**src/rtl/mano_ctrl_pkg.sv**
```systemverilog
// Shared types and constants for the MANO instruction-cycle sequencer.
package mano_ctrl_pkg;

   typedef enum logic [2:0] {
      IDLE      = 3'd0,
      FETCH     = 3'd1,
      DECODE    = 3'd2,
      INDIRECT  = 3'd3,
      EXECUTE   = 3'd4,
      INTERRUPT = 3'd5,
      HALT      = 3'd6
   } state_t;

   // Timing indices of the fixed instruction-cycle phases
   localparam int T_FETCH0 = 0;
   localparam int T_FETCH1 = 1;
   localparam int T_DECODE = 2;
   localparam int T_IND    = 3;

   // D7 selects register-reference / I/O instructions
   localparam int D_IO_REG = 7;

   // HLT is the register-reference instruction with IR[0] set
   function automatic logic is_hlt(input logic [7:0] d_op, input logic ir_i, input logic ir_hlt);
      return d_op[D_IO_REG] & ~ir_i & ir_hlt;
   endfunction

endpackage

```
**src/rtl/mano_seq_cnt.sv**
```systemverilog
// Sequence counter SC with clear/increment and one-hot T decode.
module mano_seq_cnt #(
   parameter int SC_W = 4
) (
   input  logic                  clk,
   input  logic                  rst_n,
   input  logic                  clr,
   input  logic                  inc,
   output logic [SC_W-1:0]       sc,
   output logic [(1<<SC_W)-1:0]  t
);

   logic [SC_W-1:0] sc_q;
   logic [SC_W-1:0] sc_d;

   // Next count: clear has priority over increment
   always_comb begin
      sc_d = sc_q;
      if (clr) begin
         sc_d = {SC_W{1'b0}};
      end else if (inc) begin
         sc_d = sc_q + SC_W'(1);
      end else begin
         sc_d = sc_q;
      end
   end

   // Counter register
   always_ff @(posedge clk or negedge rst_n) begin
      if (!rst_n) begin
         sc_q <= {SC_W{1'b0}};
      end else begin
         sc_q <= sc_d;
      end
   end

   // One-hot decode of the current count
   always_comb begin
      t       = {(1<<SC_W){1'b0}};
      t[sc_q] = 1'b1;
   end

   assign sc = sc_q;

endmodule

```
**src/rtl/mano_seq_ctrl.sv**
```systemverilog
// MANO instruction-cycle sequencer: SC/T timing, R flip-flop and micro-op strobes.
module mano_seq_ctrl
   import mano_ctrl_pkg::*;
#(
   parameter int SC_W     = 4,
   parameter int EXEC_MAX = 15
) (
   input  logic                  clk,
   input  logic                  rst_n,
   input  logic                  run,
   input  logic                  ir_i,
   input  logic [7:0]            d_op,
   input  logic                  ir_hlt,
   input  logic                  ien,
   input  logic                  fgi,
   input  logic                  fgo,
   input  logic                  exec_done,
   output logic [(1<<SC_W)-1:0]  t,
   output logic                  ar_ld_pc,
   output logic                  ir_ld_mem,
   output logic                  pc_inc,
   output logic                  ar_ld_ir,
   output logic                  ar_ld_mem,
   output logic                  int_save,
   output logic                  int_wr,
   output logic                  ien_clr,
   output logic                  exec_en,
   output logic                  r_flag,
   output logic                  halted,
   output logic                  fault
);

   state_t          state_q, state_d;
   logic            r_flag_q, r_flag_d;
   logic            halted_q, halted_d;
   logic            fault_q, fault_d;
   logic            sc_clr_s, sc_inc_s;
   logic            r_set_s, r_clr_s;
   logic [SC_W-1:0] sc_s;
   logic [(1<<SC_W)-1:0] t_s;
   state_t          fetch_tgt_s;

   mano_seq_cnt #(.SC_W(SC_W)) u_cnt (
      .clk   (clk),
      .rst_n (rst_n),
      .clr   (sc_clr_s),
      .inc   (sc_inc_s),
      .sc    (sc_s),
      .t     (t_s)
   );

   // R flip-flop next value: set by a pending interrupt outside T0..T2, cleared at end of interrupt cycle
   always_comb begin
      r_set_s = 1'b0;
      r_clr_s = 1'b0;
      if ((state_q == FETCH) || (state_q == DECODE) || (state_q == INDIRECT) || (state_q == EXECUTE)) begin
         r_set_s = ~t_s[0] & ~t_s[1] & ~t_s[2] & ~r_flag_q & ien & (fgi | fgo);
      end else begin
         r_set_s = 1'b0;
      end
      if ((state_q == INTERRUPT) && t_s[2]) begin
         r_clr_s = 1'b1;
      end else begin
         r_clr_s = 1'b0;
      end
      if (r_set_s) begin
         r_flag_d = 1'b1;
      end else if (r_clr_s) begin
         r_flag_d = 1'b0;
      end else begin
         r_flag_d = r_flag_q;
      end
      // A new instruction cycle becomes an interrupt cycle whenever R will be set
      if (r_flag_d) begin
         fetch_tgt_s = INTERRUPT;
      end else begin
         fetch_tgt_s = FETCH;
      end
   end

   // Next-state, counter control and status flags
   always_comb begin
      state_d  = state_q;
      halted_d = halted_q;
      fault_d  = fault_q;
      sc_clr_s = 1'b0;
      sc_inc_s = 1'b0;
      case (state_q)
         IDLE: begin
            sc_clr_s = 1'b1;
            if (run) begin
               state_d = fetch_tgt_s;
            end else begin
               state_d = IDLE;
            end
         end
         FETCH: begin
            sc_inc_s = 1'b1;
            if (t_s[T_FETCH1]) begin
               state_d = DECODE;
            end else begin
               state_d = FETCH;
            end
         end
         DECODE: begin
            if (is_hlt(d_op, ir_i, ir_hlt)) begin
               state_d  = HALT;
               sc_clr_s = 1'b1;
               halted_d = 1'b1;
            end else if (ir_i && !d_op[D_IO_REG]) begin
               state_d  = INDIRECT;
               sc_inc_s = 1'b1;
            end else begin
               state_d  = EXECUTE;
               sc_inc_s = 1'b1;
            end
         end
         INDIRECT: begin
            state_d  = EXECUTE;
            sc_inc_s = 1'b1;
         end
         EXECUTE: begin
            if (exec_done) begin
               state_d  = fetch_tgt_s;
               sc_clr_s = 1'b1;
            end else if (sc_s == SC_W'(EXEC_MAX)) begin
               state_d  = HALT;
               sc_clr_s = 1'b1;
               fault_d  = 1'b1;
            end else begin
               sc_inc_s = 1'b1;
            end
         end
         INTERRUPT: begin
            if (t_s[2]) begin
               state_d  = FETCH;
               sc_clr_s = 1'b1;
            end else begin
               sc_inc_s = 1'b1;
            end
         end
         HALT: begin
            sc_clr_s = 1'b1;
            if (run) begin
               state_d  = fetch_tgt_s;
               halted_d = 1'b0;
            end else begin
               state_d  = HALT;
            end
         end
         default: begin
            state_d  = IDLE;
            sc_clr_s = 1'b1;
         end
      endcase
   end

   // Control state and flag registers
   always_ff @(posedge clk or negedge rst_n) begin
      if (!rst_n) begin
         state_q  <= IDLE;
         r_flag_q <= 1'b0;
         halted_q <= 1'b0;
         fault_q  <= 1'b0;
      end else begin
         state_q  <= state_d;
         r_flag_q <= r_flag_d;
         halted_q <= halted_d;
         fault_q  <= fault_d;
      end
   end

   // Micro-op strobes are decoded from state and T in the same cycle
   assign ar_ld_pc  = (state_q == FETCH)     & t_s[T_FETCH0];
   assign ir_ld_mem = (state_q == FETCH)     & t_s[T_FETCH1];
   assign pc_inc    = ((state_q == FETCH)    & t_s[T_FETCH1]) |
                      ((state_q == INTERRUPT) & t_s[2]);
   assign ar_ld_ir  = (state_q == DECODE)    & t_s[T_DECODE];
   assign ar_ld_mem = (state_q == INDIRECT)  & t_s[T_IND];
   assign int_save  = (state_q == INTERRUPT) & t_s[0];
   assign int_wr    = (state_q == INTERRUPT) & t_s[1];
   assign ien_clr   = (state_q == INTERRUPT) & t_s[2];
   assign exec_en   = (state_q == EXECUTE);
   assign t         = t_s;
   assign r_flag    = r_flag_q;
   assign halted    = halted_q;
   assign fault     = fault_q;

endmodule

```
**config.mk**
```make
export PLATFORM = sky130hd
export DESIGN_NAME = mano_seq_ctrl
export DESIGN_NICKNAME = d
export VERILOG_FILES = /design/src/rtl/mano_ctrl_pkg.sv /design/src/rtl/mano_seq_cnt.sv /design/src/rtl/mano_seq_ctrl.sv
export SDC_FILE = /design/constraint.sdc
export NUM_CORES = 1
export LEC_CHECK = 0
export BUFFER_PORTS_ARGS = -buffer_cell sky130_fd_sc_hd__buf_2
export CAP_MARGIN = 25
export CORE_UTILIZATION = 35
export CTS_CLUSTER_SIZE = 20
export DETAILED_ROUTE_END_ITERATION = 7
export RECOVER_POWER = 100
export SLEW_MARGIN = 20
export SYNTH_ARGS = -nofsm -noshare
export SYNTH_HDL_FRONTEND = slang
export SYNTH_SLANG_ARGS = --single-unit
```
**constraint.sdc**
```tcl
create_clock -name clk -period 4.3 [get_ports clk]
set_input_delay 0.215 -clock clk [delete_from_list [all_inputs] [get_ports clk]]
set_output_delay 0.215 -clock clk [all_outputs]
set_load 0.01 [all_outputs]
```
After elaboration in Yosys (flattened, before gate mapping)
Cells that the tools add are included.

Register bits: 10. Latch bits: 0. RAM bits: 0. Memory bits (read-only): 0. Output and inout port bits: 28. Logic and storage cells: 86. Memories: 0.

$add $sub $neg: 1. Multiply operators: 0. Div/mod/pow operators: 0. Order comparisons: 2. Eq/ne operators: 11. Shift operators: 0. Mux-type cells: 31. Bitwise gates (word level): 22. Reductions and logical operators: 14.

Operators by type and width (count): 2-to-1 mux 3 bit (8); case mux 3 bit (7 select lines) (1); 2-to-1 mux 1 bit (15); bitwise AND 1 bit (14); equality test 3 bit, second input constant (3); 2-to-1 mux 4 bit (2); case mux 1 bit (4 select lines) (2); equality test 3 x 2 -> 1 bit, second input constant (2); NOT 1 bit (6); AND reduction 3 bit (2); < comparator 4 x 5 -> 1 bit, second input constant (1); adder 4 x 1 -> 4 bit, second input constant (1); demux 1 bit (select 4 bit) (1); equality test 4 bit, second input constant (1); greater-or-equal comparator 4 x 1 -> 1 bit, second input constant (1); != test 2 bit, second input constant (2); nonzero test 2 bit (2); equality test 3 x 1 -> 1 bit, second input constant (1); logical AND 1 bit (3); zero test 3 bit (1); logical OR 1 bit (3); != test 3 x 2 -> 1 bit, second input constant (1); 2-to-1 mux 2 bit (1); != test 2 x 1 -> 1 bit, second input constant (1); 5 further kinds (6).

Longest topological paths before layout
Gate-level depths: netlist of run 1.

Word-level depth: 15. Depth in mapped cells: 6.

By module
A second synthesis of run 1 with hierarchy kept.

Cell total of the unflattened synthesis: 104. Area, all modules: 889.6 µm².

Modules (own cells, without submodules): mano_seq_ctrl (instances 1, cells an instance 64, area an instance 534.3 µm²); mano_seq_cnt (instances 1, cells an instance 40, area an instance 355.3 µm²).

Worst setup path before layout of run 1
Ideal clock, no wire load.

Path kind: reg2out. Start: register u_cnt.sc_q[0] (netlist: u_cnt.sc[0]). End: output port pc_inc. Arrival time: 1.455 ns. Data required time: 4.085 ns. Setup slack: 2.630 ns. Cell stages (with the launch flop): 7. Path through: dfrtp_1 inv_1 ha_1 nand2_1 or4_1 inv_1 or2_1.

Cells in the longest elaborated chain, start to end: 6. Elaborated cells on any way between the ends: 8.

RTL lines: from (decl) (RTL line mano_seq_cnt.sv:13) `logic [SC_W-1:0] sc_q;`; from (signal assigned) (RTL line mano_seq_cnt.sv:31) `sc_q <= {SC_W{1'b0}};`; < comparator 4 x 5 -> 1 bit (implied by the code) or greater-or-equal comparator 4 x 1 -> 1 bit (tied branches) (RTL line mano_seq_cnt.sv:40) `t[sc_q] = 1'b1;`; logical AND 1 bit (implied by the code) (RTL line mano_seq_cnt.sv:40); 2-to-1 mux 1 bit (implied by the code) (RTL line mano_seq_cnt.sv:40); demux 1 bit (select 4 bit) *; bitwise AND 1 bit *; via ien_clr (RTL line mano_seq_ctrl.sv:26) `output logic ien_clr,`; bitwise OR 1 bit * (RTL line mano_seq_ctrl.sv:176) `assign pc_inc = ((state_q == FETCH) & t_s[T_FETCH1]) |`; to (decl) (RTL line mano_seq_ctrl.sv:21) `output logic pc_inc,`.

Mark *: on every way through the listed nets, which the timed path passes. The rest lies on a longest branch.

Worst setup path after layout of run 1
Start: register u_cnt.sc_q[0] (netlist: u_cnt.sc[0]). End: output port pc_inc.

Cells in the longest elaborated chain, start to end: 6. Elaborated cells on any way between the ends: 8.

RTL lines (RTL line): < comparator 4 x 5 -> 1 bit (implied by the code) or greater-or-equal comparator 4 x 1 -> 1 bit (tied branches) (mano_seq_cnt.sv:40); logical AND 1 bit (implied by the code) (mano_seq_cnt.sv:40); 2-to-1 mux 1 bit (implied by the code) (mano_seq_cnt.sv:40); demux 1 bit (select 4 bit) *; bitwise AND 1 bit (on tied branches) (mano_seq_ctrl.sv:176, mano_seq_ctrl.sv:177); bitwise OR 1 bit * (mano_seq_ctrl.sv:176).

Every way passes the cells marked *; elsewhere a longest branch is shown, timed or not.

==> results of run 1 <==
-- worst max-delay path, delay by kind of cell, from the launching register on --
kind	cells	cell delay [ns]
flip-flops	1	0.43
AND/OR/NAND/NOR	3	0.65
buffers and inverters	3	0.31
adder cells (fa/ha/maj)	1	0.23
-- per-layer routing --
layer / vias to the layer above / share of wire [%] / global-route usage (%)
li1: 442 / - / -
met1: 380 / 50 / 25.2
met2: 27 / 45 / 27.6
met3: 4 / 3.6 / 0.877
met4: 0 / 1.4 / 9.46
met5: - / 0 / 0
-- flip-flops by register name, indices dropped and copies added, names as in the netlist --
signal / count
state_q: 3
halted: 1
fault: 1
r_flag: 1
u_cnt.sc: 4
-- cell families after synthesis --
logic type,count (synthesis),share of synthesized area (%)
flip-flops,10,28.7
XOR/XNOR,2,2.01
AND/OR/NAND/NOR,51,33.8
AO/OA/AOI/OAI,23,21.3
buffers and inverters,14,6.16
multiplexers,2,2.29
adder cells (fa/ha/maj),4,5.73
-- through the flow --
step / total power, uW / setup WS (ns) / cell area (um2)
CTS: 597 / 2.20 / 1110
finish: 568 / 2.20 / 1060
global route: 627 / 2.06 / 1060
detailed placement: 535 / 2.49 / 1070
floorplan: 426 / 2.63 / 873
global placement: 529 / 2.54 / 1070
-- repair_timing --
action	in CTS	in global routing
resized for setup	0	0
endpoints found under the hold margin	10	0
setup endpoints to repair	0	0
hold buffers	1	0
-- final cells by class --
class | instances | area (um2) | area share, %
inverters | 9 | 33.8 | 3.20
clock buffers | 3 | 22.5 | 2.13
well taps | 28 | 35.0 | 3.31
repair buffers | 38 | 170 | 16.1
multi-input cells | 82 | 546 | 51.6
flip-flops and latches | 10 | 250 | 23.7
-- cells in the final DEF (no fill, tap or decap), types with 4 or more instances in the layout --
master                     instances
sky130_fd_sc_hd__nor2b_1           5
sky130_fd_sc_hd__ha_1              4
sky130_fd_sc_hd__nor2_1            8
sky130_fd_sc_hd__and3_1            6
sky130_fd_sc_hd__nand2b_1          4
sky130_fd_sc_hd__dfrtp_1          10
sky130_fd_sc_hd__nand2_1           7
sky130_fd_sc_hd__inv_1             9
sky130_fd_sc_hd__clkbuf_1         20
sky130_fd_sc_hd__buf_2            17
sky130_fd_sc_hd__o21ai_0           5
sky130_fd_sc_hd__and2_0            7
-- power breakdown --
group	internal, uW	switching [uW]
logic	136	184
clock network	32.1	27.2
registers	123	65.8
total	291	277
-- path summary, 6_finish.rpt --
check	startpoint	endpoint	slack (ns)	cells after the start
max in group asynchronous	rst_n	state_q[1]	3.51	2
hold / removal	run	halted	0.29	4
hold reg to reg	fault	fault	0.46	1
min in group asynchronous	rst_n	r_flag	0.44	2
setup / recovery	u_cnt.sc[0]	pc_inc	2.20	7
setup reg to reg	u_cnt.sc[0]	u_cnt.sc[1]	2.40	6
==> impl_results.html, run 1 <==
<table>
<tr><th>Metric</th><th>Value</th></tr>
<tr><th colspan="2">Synthesis</th></tr>
<tr><td>Top cells by count, synth</td><td>10 x sky130_fd_sc_hd__dfrtp_1, 9 x sky130_fd_sc_hd__and2_1, 9 x sky130_fd_sc_hd__inv_1</td></tr>
<tr><td>Mapped cell area</td><td>873 um2</td></tr>
<tr><td>Number of enable-type register cells in the synthesized netlist</td><td>0</td></tr>
<tr><td>Top cell type's share of synthesized area</td><td>28.7%</td></tr>
<tr><td>Number of warnings issued by yosys</td><td>0</td></tr>
<tr><td>Area leader, netlist</td><td>sky130_fd_sc_hd__dfrtp_1</td></tr>
<tr><td>Unique cell type count in the Yosys netlist</td><td>38</td></tr>
<tr><td>Synthesized instance count</td><td>106</td></tr>
<tr><td>Largest cells by area after synthesis</td><td>sky130_fd_sc_hd__dfrtp_1 29%, sky130_fd_sc_hd__and2_1 6.4%, sky130_fd_sc_hd__ha_1 5.7%</td></tr>
<tr><td>Average cell area after synthesis</td><td>8.24 um2</td></tr>
<tr><td>Fraction of registers with async set/reset</td><td>100%</td></tr>
<tr><td>Synthesis-stage register bit count</td><td>10</td></tr>
<tr><td>Dominant register cell in the synthesized netlist</td><td>sky130_fd_sc_hd__dfrtp_1</td></tr>
<tr><td>Syn_nets</td><td>127</td></tr>
<tr><td>Post-synthesis sequential area ratio</td><td>28.7%</td></tr>
<tr><td>Most numerous cell in the Yosys netlist</td><td>sky130_fd_sc_hd__dfrtp_1</td></tr>
<tr><th colspan="2">Placed design</th></tr>
<tr><td>RePlAce Congestion</td><td>0.735</td></tr>
<tr><td>Half-perimeter wire length after detailed placement</td><td>1.66 mm</td></tr>
<tr><td>Number of cells in the design after placement</td><td>166</td></tr>
<tr><td>Buffers on Ports</td><td>37</td></tr>
<tr><th colspan="2">Timing</th></tr>
<tr><td>Fraction of the cycle the final worst path needs</td><td>48.9%</td></tr>
<tr><td>Final hold viol count</td><td>0</td></tr>
<tr><td>Min Tclk post-route</td><td>2.10 ns</td></tr>
<tr><td>Slew at the pin closest to its max-slew limit</td><td>0.525 ns</td></tr>
<tr><td>Highest attainable clock frequency</td><td>476 MHz</td></tr>
<tr><td>RSZ-0062 raised after global routing</td><td>false</td></tr>
<tr><td>WHS</td><td>0.292 ns</td></tr>
<tr><td>Summed negative setup slack over all endpoints</td><td>0 ns</td></tr>
<tr><td>Worst clock skew</td><td>0.00244 ns</td></tr>
<tr><td>Number of pins exceeding their max-slew limit in the final report</td><td>0</td></tr>
<tr><td>Final Setup Violations</td><td>0</td></tr>
<tr><td>Max-Slew Margin vs Limit</td><td>65.0%</td></tr>
<tr><th colspan="2">Drt</th></tr>
<tr><td>Wire length per cell after detailed routing</td><td>12.4 um</td></tr>
<tr><td>Total wire length after detailed routing</td><td>2.11 mm</td></tr>
<tr><td>DRC marker count from the first detailed-route iteration</td><td>13</td></tr>
<tr><td>Number of vias per cell</td><td>5.02</td></tr>
<tr><td>Number of detailed-routing iterations run before antenna repair</td><td>4</td></tr>
<tr><td>ANT nets after route</td><td>0</td></tr>
<tr><td>Post-route DRC</td><td>0</td></tr>
<tr><td>Vias</td><td>853</td></tr>
<tr><th colspan="2">Power and ir drop</th></tr>
<tr><td>P_leak</td><td>0.000538 uW</td></tr>
<tr><td>Power density of the placed cells</td><td>537 nW/um2</td></tr>
<tr><td>Worst vdd rail ir drop</td><td>252 uV</td></tr>
<tr><th colspan="2">Die</th></tr>
<tr><td>Core area</td><td>2280 um2</td></tr>
<tr><td>Chip Width</td><td>52.0 um</td></tr>
<tr><td>Die Y-Extent</td><td>52.0 um</td></tr>
<tr><td>Starting density of the core</td><td>38.4%</td></tr>
<tr><td>Boundary Pins</td><td>45</td></tr>
<tr><td>Row cnt</td><td>17</td></tr>
<tr><td>Area of the die</td><td>2700 um2</td></tr>
<tr><th colspan="2">Worst setup path</th></tr>
<tr><td>Worst Setup Path Type</td><td>flip-flop to output pin</td></tr>
<tr><td>Arrival time at the worst endpoint</td><td>1.89 ns</td></tr>
<tr><td>Max incr delay on CP</td><td>0.47 ns</td></tr>
<tr><td>Critical path data required time</td><td>4.09 ns</td></tr>
<tr><td>Worst Path Max Fanout</td><td>6</td></tr>
<tr><td>Dominant cell type by count on the critical path</td><td>sky130_fd_sc_hd__inv_1</td></tr>
<tr><td>Critical Path Slowest Stage Cell</td><td>sky130_fd_sc_hd__or4_1</td></tr>
<tr><td>Nature of the critical path startpoint</td><td>flip-flop</td></tr>
<tr><td>Endpoint kind of the worst setup timing path</td><td>output pin</td></tr>
<tr><td>Ordered cell list for the critical path</td><td>inv_1, ha_1, nand2_1, or4_1, inv_1, or2_1, clkbuf_1</td></tr>
<tr><th colspan="2">Cells and area</th></tr>
<tr><td>Post-layout net count</td><td>165</td></tr>
<tr><td>Fraction of final layout cells with drive strength greater than 1</td><td>15.5%</td></tr>
<tr><td>Post-Layout Cell Count</td><td>170</td></tr>
<tr><td>Share of the core filled with cells</td><td>46.5%</td></tr>
<tr><td>Fill count</td><td>251</td></tr>
<tr><td>Antenna cell count</td><td>0</td></tr>
<tr><td>Layout Area Growth over Synthesis</td><td>21.1%</td></tr>
<tr><th colspan="2">Worst hold path</th></tr>
<tr><td>Type of the most critical hold path</td><td>input port to flip-flop</td></tr>
<tr><th colspan="2">Clock tree</th></tr>
<tr><td>Maximum level of the CTS H-tree</td><td>1</td></tr>
<tr><td>Clock net sink count</td><td>10</td></tr>
<tr><td>Num CTS Buffers</td><td>3</td></tr>
<tr><td>CTS tree</td><td>yes</td></tr>
<tr><td>Number of setup buffers added after CTS</td><td>0</td></tr>
<tr><td>CTS root buffer</td><td>sky130_fd_sc_hd__clkbuf_4</td></tr>
<tr><td>CTS clk-pin slew, worst paths</td><td>0.06 ns</td></tr>
<tr><td>Worst skew pair latency</td><td>0.25 ns</td></tr>
<tr><td>Clock tree buffer depth</td><td>2</td></tr>
<tr><th colspan="2">Outcome</th></tr>
<tr><td>Result of the run</td><td>finished, final reports clean</td></tr>
<tr><th colspan="2">Job</th></tr>
<tr><td>Max-cap viol count</td><td>0</td></tr>
<tr><th colspan="2">GRT</th></tr>
<tr><td>Via count of the first global-routing pass</td><td>820</td></tr>
<tr><td>Maximum number of pins on one net before global-route repair</td><td>17</td></tr>
<tr><td>Wire length of the first global-routing pass</td><td>3.62 mm</td></tr>
<tr><td>Initial antenna violation count</td><td>0</td></tr>
<tr><td>Global routing usage summed across all routing layers</td><td>18.0%</td></tr>
<tr><td>Remaining Overflow, GRT</td><td>0</td></tr>
</table>
No activity file was read; power rests on OpenSTA's default activity.
==> inputs of run 2 (changes only) <==
ABC_AREA = 1   (was default)
clock period = 2 ns   (was 4.3 ns; I/O delays follow)
==> run 2 against run 1 <==
Count of clock-buffer cells in the layout up 1. Die area up 1.7%. Setup slack got worse by 2.0 ns. Critical path type unchanged.
==> impl_results.html, run 2 <==
<table>
<tr><th>Metric</th><th>Value</th></tr>
<tr><th colspan="2">Outcome</th></tr>
<tr><td>Result of the run</td><td>finished, final reports clean</td></tr>
<tr><th colspan="2">Power and ir drop</th></tr>
<tr><td>Fraction of power consumed by the clock network</td><td>13.4% (+3.0 points)</td></tr>
<tr><td>Logic gate share of total power</td><td>59.1% (+2.9 points)</td></tr>
<tr><td>P_leak</td><td>0.000526 uW (-2.2%)</td></tr>
<tr><td>Net switching share of the total power</td><td>52.3% (+3.6 points)</td></tr>
<tr><td>Overall Power</td><td>1400 uW (+150%)</td></tr>
<tr><td>Internal power summed over all cells</td><td>670 uW (+130%)</td></tr>
<tr><td>Portion of total power attributed to sequential cells</td><td>27.5% (-5.8 points)</td></tr>
<tr><td>Power density of the placed cells</td><td>1320 nW/um2 (+150%)</td></tr>
<tr><td>Net Sw Power</td><td>735 uW (+170%)</td></tr>
<tr><td>Worst vdd rail ir drop</td><td>552 uV (+120%)</td></tr>
<tr><th colspan="2">Cells and area</th></tr>
<tr><td>Antenna cell count</td><td>0 (unchanged)</td></tr>
<tr><td>Leading cell types in the layout, fill and taps excluded</td><td>25 x sky130_fd_sc_hd__nor2_1, 25 x sky130_fd_sc_hd__clkbuf_1, 23 x sky130_fd_sc_hd__inv_1, 19 x sky130_fd_sc_hd__nand2_1, 12 x sky130_fd_sc_hd__buf_2</td></tr>
<tr><td>Layout Area Growth over Synthesis</td><td>19.9%</td></tr>
<tr><td>Fraction of final layout cells with drive strength greater than 1</td><td>21.3% (+5.8 points)</td></tr>
<tr><td>Number of flip-flops under the largest register name</td><td>4 (unchanged)</td></tr>
<tr><td>Post-layout net count</td><td>186 (+13%)</td></tr>
<tr><td>Fill count</td><td>273 (+8.8%)</td></tr>
<tr><th colspan="2">Drt</th></tr>
<tr><td>Number of detailed-routing iterations run before antenna repair</td><td>5 (+1)</td></tr>
<tr><td>ANT nets after route</td><td>0 (unchanged)</td></tr>
<tr><td>Number of vias per cell</td><td>4.67 (-6.9%)</td></tr>
<tr><td>Post-route DRC</td><td>0 (unchanged)</td></tr>
<tr><td>Wire length per cell after detailed routing</td><td>11.2 um (-9.7%)</td></tr>
<tr><td>Vias</td><td>897 (+5.2%)</td></tr>
<tr><td>DRC marker count from the first detailed-route iteration</td><td>28 (+15)</td></tr>
<tr><td>Total wire length after detailed routing</td><td>2.15 mm (+2.0%)</td></tr>
<tr><th colspan="2">Worst hold path</th></tr>
<tr><td>Count of cells along the worst hold path</td><td>3 (-1)</td></tr>
<tr><td>Hold path startpoint</td><td>exec_done</td></tr>
<tr><td>WHS Endpoint</td><td>state_q[0]</td></tr>
<tr><td>Type of the most critical hold path</td><td>input port to flip-flop</td></tr>
<tr><th colspan="2">Die</th></tr>
<tr><td>Area of the die</td><td>2740 um2 (+1.7%)</td></tr>
<tr><td>Boundary Pins</td><td>45 (unchanged)</td></tr>
<tr><td>Core area</td><td>2300 um2 (+0.93%)</td></tr>
<tr><td>Starting density of the core</td><td>38.7% (+0.30 points)</td></tr>
<tr><td>Die Y-Extent</td><td>52.4 um (+0.83%)</td></tr>
<tr><td>Row cnt</td><td>17 (unchanged)</td></tr>
<tr><td>Chip Width</td><td>52.4 um (+0.83%)</td></tr>
<tr><th colspan="2">Synthesis</th></tr>
<tr><td>Dominant register cell in the synthesized netlist</td><td>sky130_fd_sc_hd__dfrtp_1</td></tr>
<tr><td>Average cell area after synthesis</td><td>7.22 um2 (-12%)</td></tr>
<tr><td>Area leader, netlist</td><td>sky130_fd_sc_hd__dfrtp_1</td></tr>
<tr><td>Most numerous cell in the Yosys netlist</td><td>sky130_fd_sc_hd__inv_1</td></tr>
<tr><td>Synthesis-stage register bit count</td><td>10 (unchanged)</td></tr>
<tr><td>Fraction of registers with async set/reset</td><td>100% (unchanged)</td></tr>
<tr><td>Post-synthesis sequential area ratio</td><td>28.2% (-0.48 points)</td></tr>
<tr><td>Number of warnings issued by yosys</td><td>0 (unchanged)</td></tr>
<tr><td>Largest cells by area after synthesis</td><td>sky130_fd_sc_hd__dfrtp_1 28%, sky130_fd_sc_hd__inv_1 9.7%, sky130_fd_sc_hd__nor2_1 8.9%</td></tr>
<tr><td>Syn_nets</td><td>144 (+13%)</td></tr>
<tr><td>Top cell type's share of synthesized area</td><td>28.2% (-0.48 points)</td></tr>
<tr><td>Number of enable-type register cells in the synthesized netlist</td><td>0 (unchanged)</td></tr>
<tr><td>Unique cell type count in the Yosys netlist</td><td>26 (-32%)</td></tr>
<tr><td>Synthesized instance count</td><td>123 (+16%)</td></tr>
<tr><td>Mapped cell area</td><td>888 um2 (+1.7%)</td></tr>
<tr><td>Top cells by count, synth</td><td>23 x sky130_fd_sc_hd__inv_1, 21 x sky130_fd_sc_hd__nor2_1, 16 x sky130_fd_sc_hd__nand2_1</td></tr>
<tr><th colspan="2">Placed design</th></tr>
<tr><td>Half-perimeter wire length after detailed placement</td><td>1.72 mm (+3.9%)</td></tr>
<tr><td>Buffers on Ports</td><td>37 (unchanged)</td></tr>
<tr><td>RePlAce Congestion</td><td>0.922 (+25%)</td></tr>
<tr><th colspan="2">Clock tree</th></tr>
<tr><td>CTS clk-pin slew, worst paths</td><td>0.07 ns (about the same)</td></tr>
<tr><td>CTS tree</td><td>yes</td></tr>
<tr><td>Maximum level of the CTS H-tree</td><td>1 (unchanged)</td></tr>
<tr><td>Num CTS Buffers</td><td>3 (unchanged)</td></tr>
<tr><td>Clock tree buffer depth</td><td>2 (unchanged)</td></tr>
<tr><td>Number of setup buffers added after CTS</td><td>0 (unchanged)</td></tr>
<tr><td>Clock net sink count</td><td>10 (unchanged)</td></tr>
<tr><td>CTS root buffer</td><td>sky130_fd_sc_hd__clkbuf_4</td></tr>
<tr><td>Worst skew pair latency</td><td>0.26 ns (about the same)</td></tr>
<tr><th colspan="2">Worst setup path</th></tr>
<tr><td>Depth of the most critical reg-to-reg path</td><td>6 (unchanged)</td></tr>
<tr><td>Worst r2r src</td><td>u_cnt.sc[0]</td></tr>
<tr><td>Nature of the critical path startpoint</td><td>flip-flop</td></tr>
<tr><td>FF-to-FF setup slack</td><td>0.31 ns (-2.09 ns)</td></tr>
<tr><td>Worst Path Max Fanout</td><td>5 (-1)</td></tr>
<tr><td>Worst Setup Path Type</td><td>flip-flop to output pin</td></tr>
<tr><td>CP startpoint</td><td>u_cnt.sc[0]</td></tr>
<tr><td>Critical path data required time</td><td>1.90 ns (-2.19 ns)</td></tr>
<tr><td>Arrival time at the worst endpoint</td><td>1.66 ns (-0.23 ns)</td></tr>
<tr><td>Endpoint kind of the worst setup timing path</td><td>output pin</td></tr>
<tr><td>Endpoint of the most critical register-to-register path</td><td>u_cnt.sc[3]</td></tr>
<tr><th colspan="2">GRT</th></tr>
<tr><td>Remaining Overflow, GRT</td><td>0 (unchanged)</td></tr>
<tr><td>Via count of the first global-routing pass</td><td>790 (-3.7%)</td></tr>
<tr><td>Wire length of the first global-routing pass</td><td>3.33 mm (-7.8%)</td></tr>
<tr><td>Global routing usage summed across all routing layers</td><td>16.6% (-1.4 points)</td></tr>
<tr><td>Maximum number of pins on one net before global-route repair</td><td>11 (-6)</td></tr>
<tr><td>Initial antenna violation count</td><td>0 (unchanged)</td></tr>
<tr><th colspan="2">Timing</th></tr>
<tr><td>Highest attainable clock frequency</td><td>569 MHz</td></tr>
<tr><td>WHS</td><td>0.0924 ns (-0.200 ns)</td></tr>
<tr><td>Fraction of the cycle the final worst path needs</td><td>87.9%</td></tr>
<tr><td>Summed negative setup slack over all endpoints</td><td>0 ns (unchanged)</td></tr>
<tr><td>Min Tclk post-route</td><td>1.76 ns</td></tr>
<tr><td>Worst clock skew</td><td>0.00147 ns (-0.000976 ns)</td></tr>
<tr><td>Final hold viol count</td><td>0 (unchanged)</td></tr>
<tr><td>Slew at the pin closest to its max-slew limit</td><td>0.595 ns (+0.0702 ns)</td></tr>
<tr><td>RSZ-0062 raised after global routing</td><td>false</td></tr>
<tr><td>Number of pins exceeding their max-slew limit in the final report</td><td>0 (unchanged)</td></tr>
<tr><td>Final Setup Violations</td><td>0 (unchanged)</td></tr>
<tr><td>Max-Slew Margin vs Limit</td><td>60.3% (-4.7 points)</td></tr>
<tr><th colspan="2">Job</th></tr>
<tr><td>Max-cap viol count</td><td>0 (unchanged)</td></tr>
</table>
==> run 2: repair_timing <==
item,4_1_cts,5_1_grt
gates resized for setup,0,0
endpoints found under the hold margin,10,0
hold buffers,1,0
==> run 2: power groups by stage <==
stage                     clock (uW)  sequential [uW]  combinational (uW)
after floorplan                    0              359                 742
after global placement             0              392                 934
after detailed placement           0              396                 941
after CTS                        195              392                 950
after global routing             207              399                 944
final                            188              386                 830
==> run 2: worst max-delay path: stages (launching register included) <==
cell	delay, ns
sky130_fd_sc_hd__dfrtp_1	0.44
sky130_fd_sc_hd__inv_1	0.10
sky130_fd_sc_hd__ha_1	0.14
sky130_fd_sc_hd__inv_1	0.09
sky130_fd_sc_hd__nor2_4	0.19
sky130_fd_sc_hd__nand2_1	0.13
sky130_fd_sc_hd__o21ai_0	0.11
sky130_fd_sc_hd__clkbuf_1	0.18
==> run 2: area by class of cell <==
| type | instances | area, um2 | share of cell area (%) |
|---|---|---|---|
| Multi-Input combinational cell | 85 | 473 | 44.4 |
| Clock buffer | 4 | 36.3 | 3.41 |
| Timing Repair Buffer | 38 | 164 | 15.4 |
| Tap cell | 28 | 35.0 | 3.29 |
| Inverter | 27 | 106 | 9.99 |
| Sequential cell | 10 | 250 | 23.5 |
==> run 2: worst max-delay path by stage <==
stage               slack (ns)  cells past startpoint           to
floorplan                 0.64                      9   state_q[2]
detailed placement        0.51                      9   state_q[2]
finish                    0.24                      7       pc_inc
global route              0.12                      6  u_cnt.sc[2]
CTS                       0.27                      7       pc_inc
global placement          0.54                      9   state_q[2]
==> run 2: logic make-up (layout without fill, tap and decap cells) <==
family / count (synthesis) / in the layout / share of synthesized area (%)
simple gates: 67 / 67 / 42.0
buf+inv: 28 / 69 / 12.8
compound gates: 12 / 12 / 9.44
flops: 10 / 10 / 28.2
fa+ha+maj: 4 / 4 / 5.63
xor+xnor: 2 / 2 / 1.97
==> run 2: per-stage QoR <==
stage / setup WS [ns] / util, % / std cells / instance area, um2
floorplan: 0.642 / - / 123 / 888
global placement: 0.541 / 47.9 / 187 / 1100
detailed placement: 0.507 / 47.9 / 187 / 1100
CTS: 0.266 / 49.9 / 192 / 1150
global route: 0.115 / 46.4 / 192 / 1060
finish: 0.242 / 46.4 / 192 / 1060
==> run 2: routing by layer <==
metal	routed length, um	track usage, %	up-vias
met5	0	0	-
met4	10	5.70	0
met3	104	3.77	2
met2	1080	27.2	25
met1	952	21.2	410
li1	-	-	460
==> inputs of run 3 (changes only) <==
CORE_UTILIZATION = 45   (was 35)
PLACE_DENSITY = 0.79   (was default)
==> run 3 against run 2 <==
Cell count is 1.6% lower. Non-clock buffer count unchanged. Worst hold slack got worse by 0.018 ns. Die area fell by 21%. Combinational power barely moved. Via count up 0.11%. Global-route usage up 5.4 points. Final area down 0.12%. Register-to-register slack got worse by 0.02 ns. Critical path type is now flip-flop to flip-flop. Largest power group unchanged.
==> impl_results.html, run 3 (synthesis gave the netlist of run 2 again) <==
<table>
<tr><th>Metric</th><th>Value</th></tr>
<tr><th colspan="2">Timing</th></tr>
<tr><td>Final Setup Violations</td><td>0 (unchanged)</td></tr>
<tr><td>Max-Slew Margin vs Limit</td><td>62.5% (+2.2 points)</td></tr>
<tr><td>Number of pins exceeding their max-slew limit in the final report</td><td>0 (unchanged)</td></tr>
<tr><td>Min Tclk post-route</td><td>1.71 ns (-0.0491 ns)</td></tr>
<tr><td>Worst clock skew</td><td>0.000435 ns (-0.00103 ns)</td></tr>
<tr><td>WHS</td><td>0.0746 ns (-0.0178 ns)</td></tr>
<tr><td>Highest attainable clock frequency</td><td>585 MHz (+2.9%)</td></tr>
<tr><td>RSZ-0062 raised after global routing</td><td>false</td></tr>
<tr><td>Fraction of the cycle the final worst path needs</td><td>85.4% (-2.5 points)</td></tr>
<tr><td>Final hold viol count</td><td>0 (unchanged)</td></tr>
<tr><td>Worst-case setup margin in the final layout</td><td>0.291 ns (+0.0491 ns)</td></tr>
<tr><td>Slew at the pin closest to its max-slew limit</td><td>0.562 ns (-0.0329 ns)</td></tr>
<tr><td>Summed negative setup slack over all endpoints</td><td>0 ns (unchanged)</td></tr>
<tr><th colspan="2">Worst setup path</th></tr>
<tr><td>Critical path data required time</td><td>2.14 ns (+0.24 ns)</td></tr>
<tr><td>Worst Path Max Fanout</td><td>5 (unchanged)</td></tr>
<tr><td>Endpoint kind of the worst setup timing path</td><td>flip-flop</td></tr>
<tr><td>Nature of the critical path startpoint</td><td>flip-flop</td></tr>
<tr><td>Arrival time at the worst endpoint</td><td>1.85 ns (+0.19 ns)</td></tr>
<tr><td>Worst Setup Path Type</td><td>flip-flop to flip-flop</td></tr>
<tr><th colspan="2">Placed design</th></tr>
<tr><td>Setup Slack @ Placement</td><td>0.526 ns (+0.0189 ns)</td></tr>
<tr><td>Half-perimeter wire length after detailed placement</td><td>1.63 mm (-5.2%)</td></tr>
<tr><td>Buffers on Ports</td><td>37 (unchanged)</td></tr>
<tr><td>RePlAce Congestion</td><td>0.864 (-6.3%)</td></tr>
<tr><th colspan="2">Drt</th></tr>
<tr><td>ANT nets after route</td><td>0 (unchanged)</td></tr>
<tr><td>DRC marker count from the first detailed-route iteration</td><td>24 (-14%)</td></tr>
<tr><td>Total wire length after detailed routing</td><td>2.01 mm (-6.5%)</td></tr>
<tr><td>Number of detailed-routing iterations run before antenna repair</td><td>4 (-1)</td></tr>
<tr><td>Post-route DRC</td><td>0 (unchanged)</td></tr>
<tr><td>Number of vias per cell</td><td>4.75 (+1.7%)</td></tr>
<tr><td>Wire length per cell after detailed routing</td><td>10.6 um (-5.0%)</td></tr>
<tr><td>Vias</td><td>898 (+0.11%)</td></tr>
<tr><th colspan="2">Clock tree</th></tr>
<tr><td>CTS tree</td><td>yes</td></tr>
<tr><td>Worst skew pair latency</td><td>0.26 ns (about the same)</td></tr>
<tr><td>Num CTS Buffers</td><td>3 (unchanged)</td></tr>
<tr><td>CTS root buffer</td><td>sky130_fd_sc_hd__clkbuf_4</td></tr>
<tr><td>Maximum level of the CTS H-tree</td><td>1 (unchanged)</td></tr>
<tr><td>CTS clk-pin slew, worst paths</td><td>0.07 ns (about the same)</td></tr>
<tr><td>Clock tree buffer depth</td><td>2 (unchanged)</td></tr>
<tr><td>Clock net sink count</td><td>10 (unchanged)</td></tr>
<tr><th colspan="2">GRT</th></tr>
<tr><td>Wire length of the first global-routing pass</td><td>3.35 mm (+0.63%)</td></tr>
<tr><td>Remaining Overflow, GRT</td><td>0 (unchanged)</td></tr>
<tr><td>Fraction of met3 tracks used by global routing</td><td>4.71% (+0.94 points)</td></tr>
<tr><td>Met1 GRT Util</td><td>27.1% (+5.9 points)</td></tr>
<tr><td>Gr busiest metal</td><td>met2</td></tr>
<tr><td>Initial antenna violation count</td><td>0 (unchanged)</td></tr>
<tr><td>Maximum number of pins on one net before global-route repair</td><td>11 (unchanged)</td></tr>
<tr><td>Met2 demand-to-capacity share in global routing</td><td>38.3% (+11 points)</td></tr>
<tr><td>Via count of the first global-routing pass</td><td>787 (-0.38%)</td></tr>
<tr><td>Global routing usage summed across all routing layers</td><td>22.0% (+5.4 points)</td></tr>
<tr><th colspan="2">Cells and area</th></tr>
<tr><td>Area taken by multi-input logic gates</td><td>475 um2 (+0.53%)</td></tr>
<tr><td>Layout Area Growth over Synthesis</td><td>19.7%</td></tr>
<tr><td>Fraction of final layout cells with drive strength greater than 1</td><td>22.0% (+0.61 points)</td></tr>
<tr><td>Leading cell types in the layout, fill and taps excluded</td><td>25 x sky130_fd_sc_hd__nor2_1, 25 x sky130_fd_sc_hd__clkbuf_1, 23 x sky130_fd_sc_hd__inv_1, 18 x sky130_fd_sc_hd__nand2_1, 12 x sky130_fd_sc_hd__buf_2</td></tr>
<tr><td>Post-layout net count</td><td>186 (unchanged)</td></tr>
<tr><td>Antenna cell count</td><td>0 (unchanged)</td></tr>
<tr><td>Number of flip-flops under the largest register name</td><td>4 (unchanged)</td></tr>
<tr><td>Fill count</td><td>191 (-30%)</td></tr>
<tr><td>Share of the core filled with cells</td><td>59.6% (+13 points)</td></tr>
<tr><td>Sequential cell area</td><td>250 um2 (unchanged)</td></tr>
<tr><th colspan="2">Power and ir drop</th></tr>
<tr><td>Portion of total power attributed to sequential cells</td><td>27.8% (+0.3 points)</td></tr>
<tr><td>Logic gate share of total power</td><td>59.1% (about the same)</td></tr>
<tr><td>Overall Power</td><td>1400 uW (-0.32%)</td></tr>
<tr><td>Net Sw Power</td><td>728 uW (-0.95%)</td></tr>
<tr><td>Net switching share of the total power</td><td>52.0% (-0.33 points)</td></tr>
<tr><td>Internal power summed over all cells</td><td>672 uW (+0.37%)</td></tr>
<tr><td>Power density of the placed cells</td><td>1320 nW/um2 (-0.20%)</td></tr>
<tr><td>Worst vdd rail ir drop</td><td>662 uV (+20%)</td></tr>
<tr><td>P_leak</td><td>0.000526 uW (about the same)</td></tr>
<tr><td>Fraction of power consumed by the clock network</td><td>13.1% (-0.3 points)</td></tr>
<tr><th colspan="2">Die</th></tr>
<tr><td>Core area</td><td>1780 um2 (-22%)</td></tr>
<tr><td>Boundary Pins</td><td>45 (unchanged)</td></tr>
<tr><td>Area of the die</td><td>2160 um2 (-21%)</td></tr>
<tr><td>Die Y-Extent</td><td>46.4 um (-11%)</td></tr>
<tr><td>Starting density of the core</td><td>49.8% (+11 points)</td></tr>
<tr><td>Chip Width</td><td>46.4 um (-11%)</td></tr>
<tr><td>Row cnt</td><td>15 (-2)</td></tr>
<tr><th colspan="2">Job</th></tr>
<tr><td>Max-cap viol count</td><td>0 (unchanged)</td></tr>
<tr><th colspan="2">Worst hold path</th></tr>
<tr><td>Type of the most critical hold path</td><td>input port to flip-flop</td></tr>
<tr><th colspan="2">Outcome</th></tr>
<tr><td>Result of the run</td><td>finished, final reports clean</td></tr>
</table>
-- run 3: changes by cell type in the layout (fill, tap and decap cells not counted) --
| cell | before | now |
|---|---|---|
| sky130_fd_sc_hd__nand2_1 | 19 | 18 |
| sky130_fd_sc_hd__nand2_2 | 4 | 5 |
-- run 3: what timing repair did --
item	in CTS	in global routing
hold buffers	1	0
buffers inserted	0	0
endpoints found under the hold margin	10	0
resized for setup	0	0
-- run 3: power groups by stage --
stage                     Combinational, uW  Clock (uW)  Sequential [uW]
final                                   827         183              390
after global routing                    941         196              403
after CTS                               942         189              393
after detailed placement                935           0              397
after global placement                  917           0              389
after floorplan                         742           0              359
-- run 3: critical path, stage by stage (launching register included) --
cell                      delay [ns]
sky130_fd_sc_hd__dfrtp_1        0.45
sky130_fd_sc_hd__ha_1           0.22
sky130_fd_sc_hd__inv_1          0.10
sky130_fd_sc_hd__nor2_1         0.21
sky130_fd_sc_hd__o22ai_1        0.18
sky130_fd_sc_hd__nor2_1         0.38
sky130_fd_sc_hd__nor2_2         0.05
-- run 3: stage by stage --
step	area [um2]	instances
final	1060	189
after global routing	1060	189
after CTS	1140	189
after detailed placement	1100	184
after global placement	1100	184
after floorplan	888	123
-- run 3: layout make-up --
| type | instances | area share (%) |
|---|---|---|
| inverters | 27 | 10.0 |
| repair buffers | 38 | 15.4 |
| flip-flops and latches | 10 | 23.5 |
| well taps | 25 | 2.94 |
| clock buffers | 4 | 3.41 |
| multi-input cells | 85 | 44.7 |
-- run 3: metal layers --
layer  up-vias  share of wire (%)
met1       418                 43
met4         0               0.55
met5         -                  0
li1        460                  -
met3         2                3.0
met2        18                 53
-- run 3: worst paths after layout --
check / from / end / slack [ns] / cells past startpoint
min in group asynchronous: rst_n / state_q[2] / 0.33 / 2
max: u_cnt.sc[0] / u_cnt.sc[3] / 0.29 / 6
min: exec_done / state_q[0] / 0.07 / 3
max in group asynchronous: rst_n / halted / 1.30 / 2
max reg2reg: u_cnt.sc[0] / u_cnt.sc[3] / 0.29 / 6
min reg2reg: fault / fault / 0.47 / 1
